===== src/rtl/calendar_pkg.sv =====
// Shared definitions for the calendar design.
// Contents: ASCII byte constants used by the command parser, error codes
// reported on err_code, the parser state encoding, the command kind and a
// days-in-month helper shared by the field checker and the calendar counter.
package calendar_pkg;

    // ASCII bytes recognised by the command parser
    localparam logic [7:0] ASCII_CR    = 8'h0D;
    localparam logic [7:0] ASCII_LF    = 8'h0A;
    localparam logic [7:0] ASCII_COLON = 8'h3A;
    localparam logic [7:0] ASCII_SLASH = 8'h2F;
    localparam logic [7:0] ASCII_ZERO  = 8'h30;
    localparam logic [7:0] ASCII_NINE  = 8'h39;
    localparam logic [7:0] ASCII_T_UP  = 8'h54;
    localparam logic [7:0] ASCII_T_LO  = 8'h74;
    localparam logic [7:0] ASCII_D_UP  = 8'h44;
    localparam logic [7:0] ASCII_D_LO  = 8'h64;

    // Codes reported on err_code
    localparam logic [2:0] ERR_NONE       = 3'd0;
    localparam logic [2:0] ERR_BAD_CHAR   = 3'd1;
    localparam logic [2:0] ERR_RANGE      = 3'd2;
    localparam logic [2:0] ERR_TIMEOUT    = 3'd3;
    localparam logic [2:0] ERR_BREAK      = 3'd4;
    localparam logic [2:0] ERR_OVERLENGTH = 3'd5;

    typedef enum logic [2:0] {
        ST_IDLE     = 3'd0,
        ST_RECV     = 3'd1,
        ST_WAIT_EOL = 3'd2,
        ST_VALIDATE = 3'd3,
        ST_EMIT     = 3'd4,
        ST_DISCARD  = 3'd5
    } parser_state_e;

    typedef enum logic {
        CMD_TIME = 1'b0,
        CMD_DATE = 1'b1
    } cmd_e;

    // Days in a month of year 20yy. Year 00 counts as leap (2000).
    // Months outside 1..12 return 31; callers range-check the month separately.
    function automatic logic [4:0] days_in_month(input logic [6:0] month,
                                                 input logic [6:0] yy);
        case (month)
            7'd4, 7'd6, 7'd9, 7'd11: return 5'd30;
            7'd2:                    return ((yy % 7'd4) == 7'd0) ? 5'd29 : 5'd28;
            default:                 return 5'd31;
        endcase
    endfunction

endpackage


===== src/rtl/cal_field_check.sv =====
// Combinational range check of a parsed time or date.
// Ports:
//   cmd      - CMD_TIME: f0=hour, f1=minute, f2=second
//              CMD_DATE: f0=day,  f1=month,  f2=year (20yy)
//   f0/f1/f2 - binary field values, 0..99
//   range_ok - 1 when every field is legal, including day against the
//              month length and leap year
module cal_field_check
    import calendar_pkg::*;
(
    input  cmd_e       cmd,
    input  logic [6:0] f0,
    input  logic [6:0] f1,
    input  logic [6:0] f2,
    output logic       range_ok
);

    logic [4:0] dim;

    always_comb begin
        dim = days_in_month(f1, f2);
        if (cmd == CMD_TIME) begin
            range_ok = (f0 <= 7'd23) && (f1 <= 7'd59) && (f2 <= 7'd59);
        end else begin
            range_ok = (f1 >= 7'd1) && (f1 <= 7'd12) &&
                       (f0 >= 7'd1) && (f0 <= {2'b00, dim});
        end
    end

endmodule


===== src/rtl/uart_cmd_parser.sv =====
// ASCII set-time / set-date command parser fed by the UART receiver.
// Frames: 'T'/'t' "hh:mm:ss" CR|LF   or   'D'/'d' "dd/mm/yy" CR|LF.
// Ports:
//   CLK, reset           - clock; asynchronous active-low reset
//   rx_valid, rx_data    - received byte strobe and byte
//   rx_break             - receiver framing/break level
//   set_time, hour/minute/second - one-cycle load strobe and time value
//   set_date, day/month/year     - one-cycle load strobe and date value
//   err, err_code        - one-cycle error strobe; code holds the last error
//   busy                 - parser is not idle
// Handshake: rx_valid has no ready. A byte is consumed in the single cycle
// rx_valid is high; bytes arriving in VALIDATE or EMIT, or alongside a
// break, are dropped. Outputs are registered; a terminator sampled at cycle
// N gives VALIDATE at N+1 and the strobe plus new field values at N+2.
module uart_cmd_parser
    import calendar_pkg::*;
#(
    parameter int unsigned TIMEOUT_CYCLES = 100000000
) (
    input  logic       CLK,
    input  logic       reset,
    input  logic       rx_valid,
    input  logic [7:0] rx_data,
    input  logic       rx_break,
    output logic       set_time,
    output logic [4:0] hour,
    output logic [5:0] minute,
    output logic [5:0] second,
    output logic       set_date,
    output logic [4:0] day,
    output logic [3:0] month,
    output logic [6:0] year,
    output logic       err,
    output logic [2:0] err_code,
    output logic       busy
);

    localparam int TCW = (TIMEOUT_CYCLES > 1) ? $clog2(TIMEOUT_CYCLES + 1) : 1;
    localparam logic [TCW-1:0] TLIM = TCW'(TIMEOUT_CYCLES);
    localparam bit TIMEOUT_EN = (TIMEOUT_CYCLES != 0);

    parser_state_e  state, state_d;
    cmd_e           cmd, cmd_d;
    logic [2:0]     pos, pos_d;
    logic [3:0]     tens, tens_d;
    logic [6:0]     f0, f1, f2, f0_d, f1_d, f2_d;
    logic [TCW-1:0] tcnt, tcnt_d, tcnt_inc;

    logic       set_time_d, set_date_d, err_d;
    logic [2:0] err_code_d;
    logic [4:0] hour_d, day_d;
    logic [5:0] minute_d, second_d;
    logic [3:0] month_d;
    logic [6:0] year_d;

    logic       is_digit, is_eol, is_t_cmd, is_d_cmd, is_sep_pos, char_ok;
    logic       timed_out, range_ok;
    logic [7:0] sep_char;
    logic [6:0] field_val;

    assign is_digit   = (rx_data >= ASCII_ZERO) && (rx_data <= ASCII_NINE);
    assign is_eol     = (rx_data == ASCII_CR) || (rx_data == ASCII_LF);
    assign is_t_cmd   = (rx_data == ASCII_T_UP) || (rx_data == ASCII_T_LO);
    assign is_d_cmd   = (rx_data == ASCII_D_UP) || (rx_data == ASCII_D_LO);
    assign sep_char   = (cmd == CMD_DATE) ? ASCII_SLASH : ASCII_COLON;
    assign is_sep_pos = (pos == 3'd2) || (pos == 3'd5);
    assign char_ok    = is_sep_pos ? (rx_data == sep_char) : is_digit;
    // Low nibble of an ASCII digit is its value.
    assign field_val  = 7'(tens) * 7'd10 + 7'(rx_data[3:0]);

    // Fires on the cycle the idle count would reach TIMEOUT_CYCLES.
    assign tcnt_inc  = tcnt + TCW'(1);
    assign timed_out = TIMEOUT_EN && (tcnt_inc == TLIM);

    assign busy = (state != ST_IDLE);

    cal_field_check u_check (
        .cmd      (cmd),
        .f0       (f0),
        .f1       (f1),
        .f2       (f2),
        .range_ok (range_ok)
    );

    always_comb begin
        state_d    = state;
        cmd_d      = cmd;
        pos_d      = pos;
        tens_d     = tens;
        f0_d       = f0;
        f1_d       = f1;
        f2_d       = f2;
        tcnt_d     = '0;
        set_time_d = 1'b0;
        set_date_d = 1'b0;
        err_d      = 1'b0;
        err_code_d = err_code;
        hour_d     = hour;
        minute_d   = minute;
        second_d   = second;
        day_d      = day;
        month_d    = month;
        year_d     = year;

        case (state)
            ST_IDLE: begin
                if (rx_valid && (is_t_cmd || is_d_cmd)) begin
                    state_d = ST_RECV;
                    pos_d   = 3'd0;
                    cmd_d   = is_d_cmd ? CMD_DATE : CMD_TIME;
                end
            end

            ST_RECV: begin
                tcnt_d = TIMEOUT_EN ? tcnt_inc : '0;
                if (rx_break) begin
                    err_d      = 1'b1;
                    err_code_d = ERR_BREAK;
                    state_d    = ST_IDLE;
                    tcnt_d     = '0;
                end else if (rx_valid) begin
                    tcnt_d = '0;
                    if (!char_ok) begin
                        err_d      = 1'b1;
                        err_code_d = ERR_BAD_CHAR;
                        state_d    = ST_DISCARD;
                    end else begin
                        case (pos)
                            3'd0, 3'd3, 3'd6: tens_d = rx_data[3:0];
                            3'd1:             f0_d   = field_val;
                            3'd4:             f1_d   = field_val;
                            3'd7:             f2_d   = field_val;
                            default:          ;
                        endcase
                        if (pos == 3'd7) state_d = ST_WAIT_EOL;
                        else             pos_d   = pos + 3'd1;
                    end
                end else if (timed_out) begin
                    err_d      = 1'b1;
                    err_code_d = ERR_TIMEOUT;
                    state_d    = ST_IDLE;
                    tcnt_d     = '0;
                end
            end

            ST_WAIT_EOL: begin
                tcnt_d = TIMEOUT_EN ? tcnt_inc : '0;
                if (rx_break) begin
                    err_d      = 1'b1;
                    err_code_d = ERR_BREAK;
                    state_d    = ST_IDLE;
                    tcnt_d     = '0;
                end else if (rx_valid) begin
                    tcnt_d = '0;
                    if (is_eol) begin
                        state_d = ST_VALIDATE;
                    end else begin
                        err_d      = 1'b1;
                        err_code_d = ERR_OVERLENGTH;
                        state_d    = ST_DISCARD;
                    end
                end else if (timed_out) begin
                    err_d      = 1'b1;
                    err_code_d = ERR_TIMEOUT;
                    state_d    = ST_IDLE;
                    tcnt_d     = '0;
                end
            end

            ST_VALIDATE: begin
                if (range_ok) begin
                    // Load here so the new values appear together with the
                    // strobe during EMIT.
                    state_d = ST_EMIT;
                    if (cmd == CMD_TIME) begin
                        set_time_d = 1'b1;
                        hour_d     = f0[4:0];
                        minute_d   = f1[5:0];
                        second_d   = f2[5:0];
                    end else begin
                        set_date_d = 1'b1;
                        day_d      = f0[4:0];
                        month_d    = f1[3:0];
                        year_d     = f2;
                    end
                end else begin
                    err_d      = 1'b1;
                    err_code_d = ERR_RANGE;
                    state_d    = ST_IDLE;
                end
            end

            ST_EMIT: begin
                state_d = ST_IDLE;
            end

            ST_DISCARD: begin
                // Silent recovery: no error is raised from here.
                tcnt_d = TIMEOUT_EN ? tcnt_inc : '0;
                if (rx_break) begin
                    state_d = ST_IDLE;
                    tcnt_d  = '0;
                end else if (rx_valid) begin
                    tcnt_d = '0;
                    if (is_eol) state_d = ST_IDLE;
                end else if (timed_out) begin
                    state_d = ST_IDLE;
                    tcnt_d  = '0;
                end
            end

            default: begin
                state_d = ST_IDLE;
            end
        endcase
    end

    always_ff @(posedge CLK or negedge reset) begin
        if (!reset) begin
            state    <= ST_IDLE;
            cmd      <= CMD_TIME;
            pos      <= 3'd0;
            tens     <= 4'd0;
            f0       <= 7'd0;
            f1       <= 7'd0;
            f2       <= 7'd0;
            tcnt     <= '0;
            set_time <= 1'b0;
            set_date <= 1'b0;
            err      <= 1'b0;
            err_code <= ERR_NONE;
            hour     <= 5'd0;
            minute   <= 6'd0;
            second   <= 6'd0;
            day      <= 5'd1;
            month    <= 4'd1;
            year     <= 7'd0;
        end else begin
            state    <= state_d;
            cmd      <= cmd_d;
            pos      <= pos_d;
            tens     <= tens_d;
            f0       <= f0_d;
            f1       <= f1_d;
            f2       <= f2_d;
            tcnt     <= tcnt_d;
            set_time <= set_time_d;
            set_date <= set_date_d;
            err      <= err_d;
            err_code <= err_code_d;
            hour     <= hour_d;
            minute   <= minute_d;
            second   <= second_d;
            day      <= day_d;
            month    <= month_d;
            year     <= year_d;
        end
    end

endmodule


===== config.mk =====
export PLATFORM = sky130hd
export DESIGN_NAME = uart_cmd_parser
export DESIGN_NICKNAME = d
export VERILOG_FILES = /design/src/rtl/calendar_pkg.sv /design/src/rtl/cal_field_check.sv /design/src/rtl/uart_cmd_parser.sv
export SDC_FILE = /design/constraint.sdc
export NUM_CORES = 1
export LEC_CHECK = 0
export CAP_MARGIN = 20
export CORE_MARGIN = 2
export CORE_UTILIZATION = 45
export CTS_BUF_LIST = sky130_fd_sc_hd__clkbuf_2
export DETAILED_ROUTE_END_ITERATION = 12
export HOLD_SLACK_MARGIN = 0.03
export PLACE_DENSITY = 0.65
export SETUP_SLACK_MARGIN = 0.2
export SLEW_MARGIN = 30
export SYNTH_ARGS = -nofsm -noshare
export SYNTH_HDL_FRONTEND = slang
export SYNTH_SLANG_ARGS = --single-unit
export TNS_END_PERCENT = 30

===== constraint.sdc =====
create_clock -name CLK -period 6.7 [get_ports CLK]
set_input_delay 1.675 -clock CLK [delete_from_list [all_inputs] [get_ports CLK]]
set_output_delay 1.675 -clock CLK [all_outputs]
set_load 0.05 [all_outputs]

# --- After elaboration in Yosys (flattened, before gate mapping) ---
# Index checks and enable logic that the tools add are counted.
totals:
  regBits: 98
  output_inout_bits: 40
op_classes:
  add_sub_neg: 3
  multipliers: 1
  magnitude_cmp: 9
  eq_ne: 34
  mux: 54
  n_bitwise: 2
  reduce_logical: 31
ops:
  columns: ["cell", "count"]
  rows:
  - ["27-bit two-way mux", 4]
  - ["3-bit two-way mux", 26]
  - ["8-bit by 7-bit == test with 1-bit output (second input constant)", 4]
  - ["27-bit by 1-bit adder with 27-bit output (second input constant)", 1]
  - ["27-bit == test (second input constant)", 1]
  - ["5-bit AND reduction", 4]
  - ["1-bit two-way mux", 18]
  - ["8-bit by 4-bit == test with 1-bit output (second input constant)", 2]
  - ["3-bit == test (second input constant)", 5]
  - ["3-bit case mux with 5 select lines", 1]
  - ["7-bit by 3-bit == test with 1-bit output (second input constant)", 2]
  - ["7-bit by 4-bit == test with 1-bit output (second input constant)", 2]
  - ["7-bit by 1-bit greater-or-equal comparator with 1-bit output (second input constant)", 2]
  - ["7-bit by 6-bit <= comparator with 1-bit output (second input constant)", 2]
  - ["3-bit by 2-bit == test with 1-bit output (second input constant)", 4]
  - ["2-bit != test (second input constant)", 6]
  - ["4-bit != test (second input constant)", 3]
  - ["5-bit case mux with 2 select lines", 1]
  - ["3-bit case mux with 3 select lines", 1]
  - ["3-bit AND reduction", 3]
  - ["8-bit by 6-bit == test with 1-bit output", 1]
  - ["8-bit by 6-bit greater-or-equal comparator with 1-bit output (second input constant)", 1]
  - ["8-bit by 6-bit <= comparator with 1-bit output (second input constant)", 1]
  - ["7-bit by 4-bit adder with 7-bit output", 1]
  - ["other kinds (23)", 38]

# --- Logic depth before layout (Yosys ltp) ---
logic_depth:
  depth_word: 8
  depth_mapped: 14

# --- Cells and area by module ---
# Synthesis repeated with hierarchy kept, for this count alone.
hier_totals:
  hier_cells: 487
  area_unflattened_um2: 5292.6
modules_own_cells:
  columns: ["mod", "instances", "cells_per_inst", "area_per_inst_um2", "seq_area_each_um2"]
  rows:
  - ["uart_cmd_parser", 1, 460, 5103.6, 2454.9]
  - ["cal_field_check", 1, 27, 188.9, 0.0]

# --- Worst setup path before layout ---
# OpenSTA, ideal clock, no wires.
synth_timing:
  kind: "input to register"
  from: "in rx_data[2]"
  to: "reg err_code[0]"
  setup_time_ps: 124
  arrival_ps: 3670
  t_required_ps: 6576
  slack_ps: 2906
  stages: 7
  path_buffers: 0
  path_cell_list: "or4b_1 -> a211o_1 -> a21o_1 -> nor4_2 -> nand4bb_1 -> mux2_2 -> o31a_1"
synth_via:
  elab_chain_len: 5
synth_rtl:
  columns: ["item", "line", "rtl"]
  rows:
  - ["start, declared", "uart_cmd_parser.sv:23", "input logic [7:0] rx_data,"]
  - ["8-bit by 6-bit greater-or-equal comparator with 1-bit output or 8-bit by 6-bit <= comparator with 1-bit output (tied branches)", "uart_cmd_parser.sv:61", "assign is_digit = (rx_data >= ASCII_ZERO) && (rx_data <= ASCII_NINE);"]
  - ["1-bit logical AND", "uart_cmd_parser.sv:61", null]
  - ["1-bit two-way mux", "uart_cmd_parser.sv:67", "assign char_ok = is_sep_pos ? (rx_data == sep_char) : is_digit;"]
  - ["4-bit != test (no line)", null, null]
  - ["4-bit AND reduction (no line) (*)", null, null]
  - ["end signal, assigned", "uart_cmd_parser.sv:250", "err_code <= err_code_d;"]
  - ["end, declared", "uart_cmd_parser.sv:34", "output logic [2:0] err_code,"]
# Mark *: on every way between the ends. The rest lies on a longest branch, timed or not.
# A chain may end at the register's enable or synchronous reset.

# --- Final worst setup path ---
layout_timing:
  from: "reg state[2]"
  to: "out busy"
layout_via:
  elab_chain_len: 1
layout_rtl:
  columns: ["item", "line", "rtl"]
  rows:
  - ["start, declared", "uart_cmd_parser.sv:42", "parser_state_e state, state_d;"]
  - ["start signal, assigned", "uart_cmd_parser.sv:239", "state <= state_d;"]
  - ["3-bit nonzero test", "uart_cmd_parser.sv:75", "assign busy = (state != ST_IDLE);"]
  - ["end, declared", "uart_cmd_parser.sv:35", "output logic busy"]
# Every way passes these cells.

==> results.toml <==
[route]
drt_iter0_markers = 184
finalWirelength_um = 11500
vias = 3933
wl_per_cell_um = 16.2
wl_met3_um = 429
wl_met1_um = 5440
first_pass_iters = 4
viasPerCell = 5.56
top_layer_used = "met4"
drcViolationCount = 0
ant_nets = 0
wl_met2_um = 5390

[grt]
grt_usage_pct = 19.4
grt_pass1_vias = 3818
antenna_found_initial = 0
grt-ovfl-total = 0
grt_pass1_wl_um = 19500
grt_start_max_net_pins = 87

[floorplan]
io_pins = 52
rows = 39
initial_utilization_pct = 45.6
dieArea_um2 = 12300
die_h_um = 111
core_area_um2 = 11300
die_x_um = 111

[synth]
yosysSeqAreaShare_pct = 47.6
synthArstFlopShare_pct = 100
synth.distinct_cells = 63
yosys_warnings = 0
ys.flop_type = "dfrtp_1"
synth.avg_cell_area_um2 = 10.1
synth-seq-cells = 98
mappedNetlistArea_um2 = 5160
synth_edf_count = 0
syn_nets = 542
syn_inst = 513

[critical_path]
reg2reg_to = "tcnt[8]"
worstPathMaxFanout = 13
timing.rr.start = "tcnt[0]"
critPathCaptureType = "output pin"
critPathKind = "reg2out"
reg2regPathDepth = 8
start_kind = "flip-flop"
critPathLaunch = "state[2]"
endpoint = "busy"
required_ns = 5.03
arrival_ns = 2.33
reg2reg_slack_ns = 3.47

[layout]
fin_nets = 589
seq_area_um2 = 2450
antenna_cells = 0
layout_commonest_cell = "dfrtp_1"
fillers = 1068
final_cell_mix = "dfrtp_1 (96), nand2_1 (75), clkdlybuf4s50_1 (50)"
drive_above_1_share_pct = 13.1
design_area_um2 = 5910
syn2layout_area_growth_pct = 14.6
multi_input_area_um2 = 2570

[power_and_ir_drop]
swShare_pct = 36.9
p_int_mw = 0.805
powerDensity_nw_per_um2 = 216
total_power_mw = 1.28
power_frac_seq_pct = 51.8
power_leakage_nw = 2.62
pwr-share-comb_pct = 26.4
clkPwrFrac_pct = 21.8
irDropWorstVdd_uv = 167
netSwitchingPower_mw = 0.470

[clocking]
clk_latency_ns = 0.62
clk_pin_slew_worst_paths_ns = 0.28
cts_resized = 0
cts_tree = "yes"
cts_max_path_buffers = 2
clockRootBuffer = "clkbuf_2"
htree_levels = 3
cts_made_buffers = 9
postCtsSetupBuffers = 0
cts_hold_buf = 0
cts.sinks = 98

[flow_run]
cap_violations = 0

[timing]
fmaxAchievable_mhz = 249
fin_setup_tns_ns = 0
finalWorstSetupSlack_ns = 2.69
fin_crit_ns = 4.01
setup-violations-final = 0
max-slew-margin-rel_pct = 47.8
fin_crit_sh_pct = 59.8
rsz0062_at_grt = "no"
slew_violations = 0
worstMarginPinSlew_ns = 0.784
finalHoldViolations = 0
clock_skew_ns = 0.0295
holdWs_ns = 0.479

[placed_design]
portBuffers = 51
place_ws_ns = 2.05
hpwl_um = 8450
globalplace.congestion = 0.840
place_area_um2 = 5800

[worst_hold_path]
hp-start = "month[0]"
whs_path_depth = 2
hold_class = "reg2reg"

[outcome]
outcome = "completed"
-- cells in the mapped netlist (all sizes together) (7+ instances only) --
| cell type | count | share of area, % |
|---|---|---|
| dfrtp | 96 | 47 |
| nand2 | 75 | 5.5 |
| nor2 | 48 | 3.5 |
| mux2 | 38 | 8.3 |
| o21ai | 23 | 2.3 |
| nand3 | 21 | 2.2 |
| xnor2 | 18 | 3.1 |
| inv | 16 | 1.2 |
| ha | 15 | 3.6 |
| nor3 | 15 | 1.5 |
| xor2 | 13 | 2.2 |
| clkbuf | 12 | 0.87 |
| nand4 | 12 | 1.7 |
| and3 | 9 | 1.1 |
| a21oi | 8 | 0.78 |
| nor4 | 8 | 1.3 |
| buf | 7 | 0.75 |
| nor2b | 7 | 0.85 |
-- through the flow --
stage / instances / util, %
2_1_floorplan: 513 / -
3_3_place_gp: 692 / 51.2
3_5_place_dp: 692 / 51.2
4_1_cts: 708 / 52.1
5_1_grt: 708 / 52.2
6_report: 708 / 52.2
-- metal layers --
| metal | global-route usage, % | vias up |
|---|---|---|
| met5 | 0 | - |
| met2 | 31.9 | 83 |
| met4 | 6.83 | 0 |
| met1 | 26.7 | 1931 |
| li1 | - | 1903 |
| met3 | 2.62 | 16 |
-- sequential cells by signal (all words and copies together), names as in the netlist, 3 cells and up --
register  cells
f2            7
state         3
year          7
second        6
tcnt         27
tens          4
day           5
f1            7
err_code      3
pos           3
minute        6
hour          5
f0            7
month         4
-- logic make-up (layout without fill, tap and decap cells) --
group                    after synthesis  in the layout  share of synthesized area (%)
AO/OA/AOI/OAI                         67             67                           8.83
XOR/XNOR                              31             31                           5.26
adder cells (fa/ha/maj)               17             17                           4.42
buffers and inverters                 35             87                           2.79
flip-flops                            98             98                           47.6
multiplexers                          40             40                           8.69
AND/OR/NAND/NOR                      225            225                           22.4
-- power by group through the flow --
stage	Clock [mW]	Combinational [mW]	Sequential, mW
floorplan	0	0.202	0.690
detailed placement	0	0.338	0.669
CTS	0.289	0.339	0.659
global placement	0	0.334	0.667
finish	0.277	0.337	0.660
global route	0.307	0.368	0.666
-- final cells by class --
type                    instances  share of cell area [%]
well taps                     143                    3.03
repair buffers                 55                    9.17
multi-input cells             380                    43.5
flip-flops and latches         98                    41.5
inverters                      16                    1.02
clock buffers                   9                   0.762
clock inverters                 7                   0.995
-- worst min path at each step --
stage	to	slack, ns
floorplan	f0[5]	0.45
global placement	month[0]	0.45
detailed placement	month[0]	0.45
CTS	month[0]	0.48
global route	month[0]	0.49
finish	month[0]	0.48
-- critical path, stage by stage, from the launching register on --
cell             delay, ns
dfrtp_1               0.60
or3_1                 0.41
clkdlybuf4s50_1       0.72
Power figures use the tool's default switching activity.
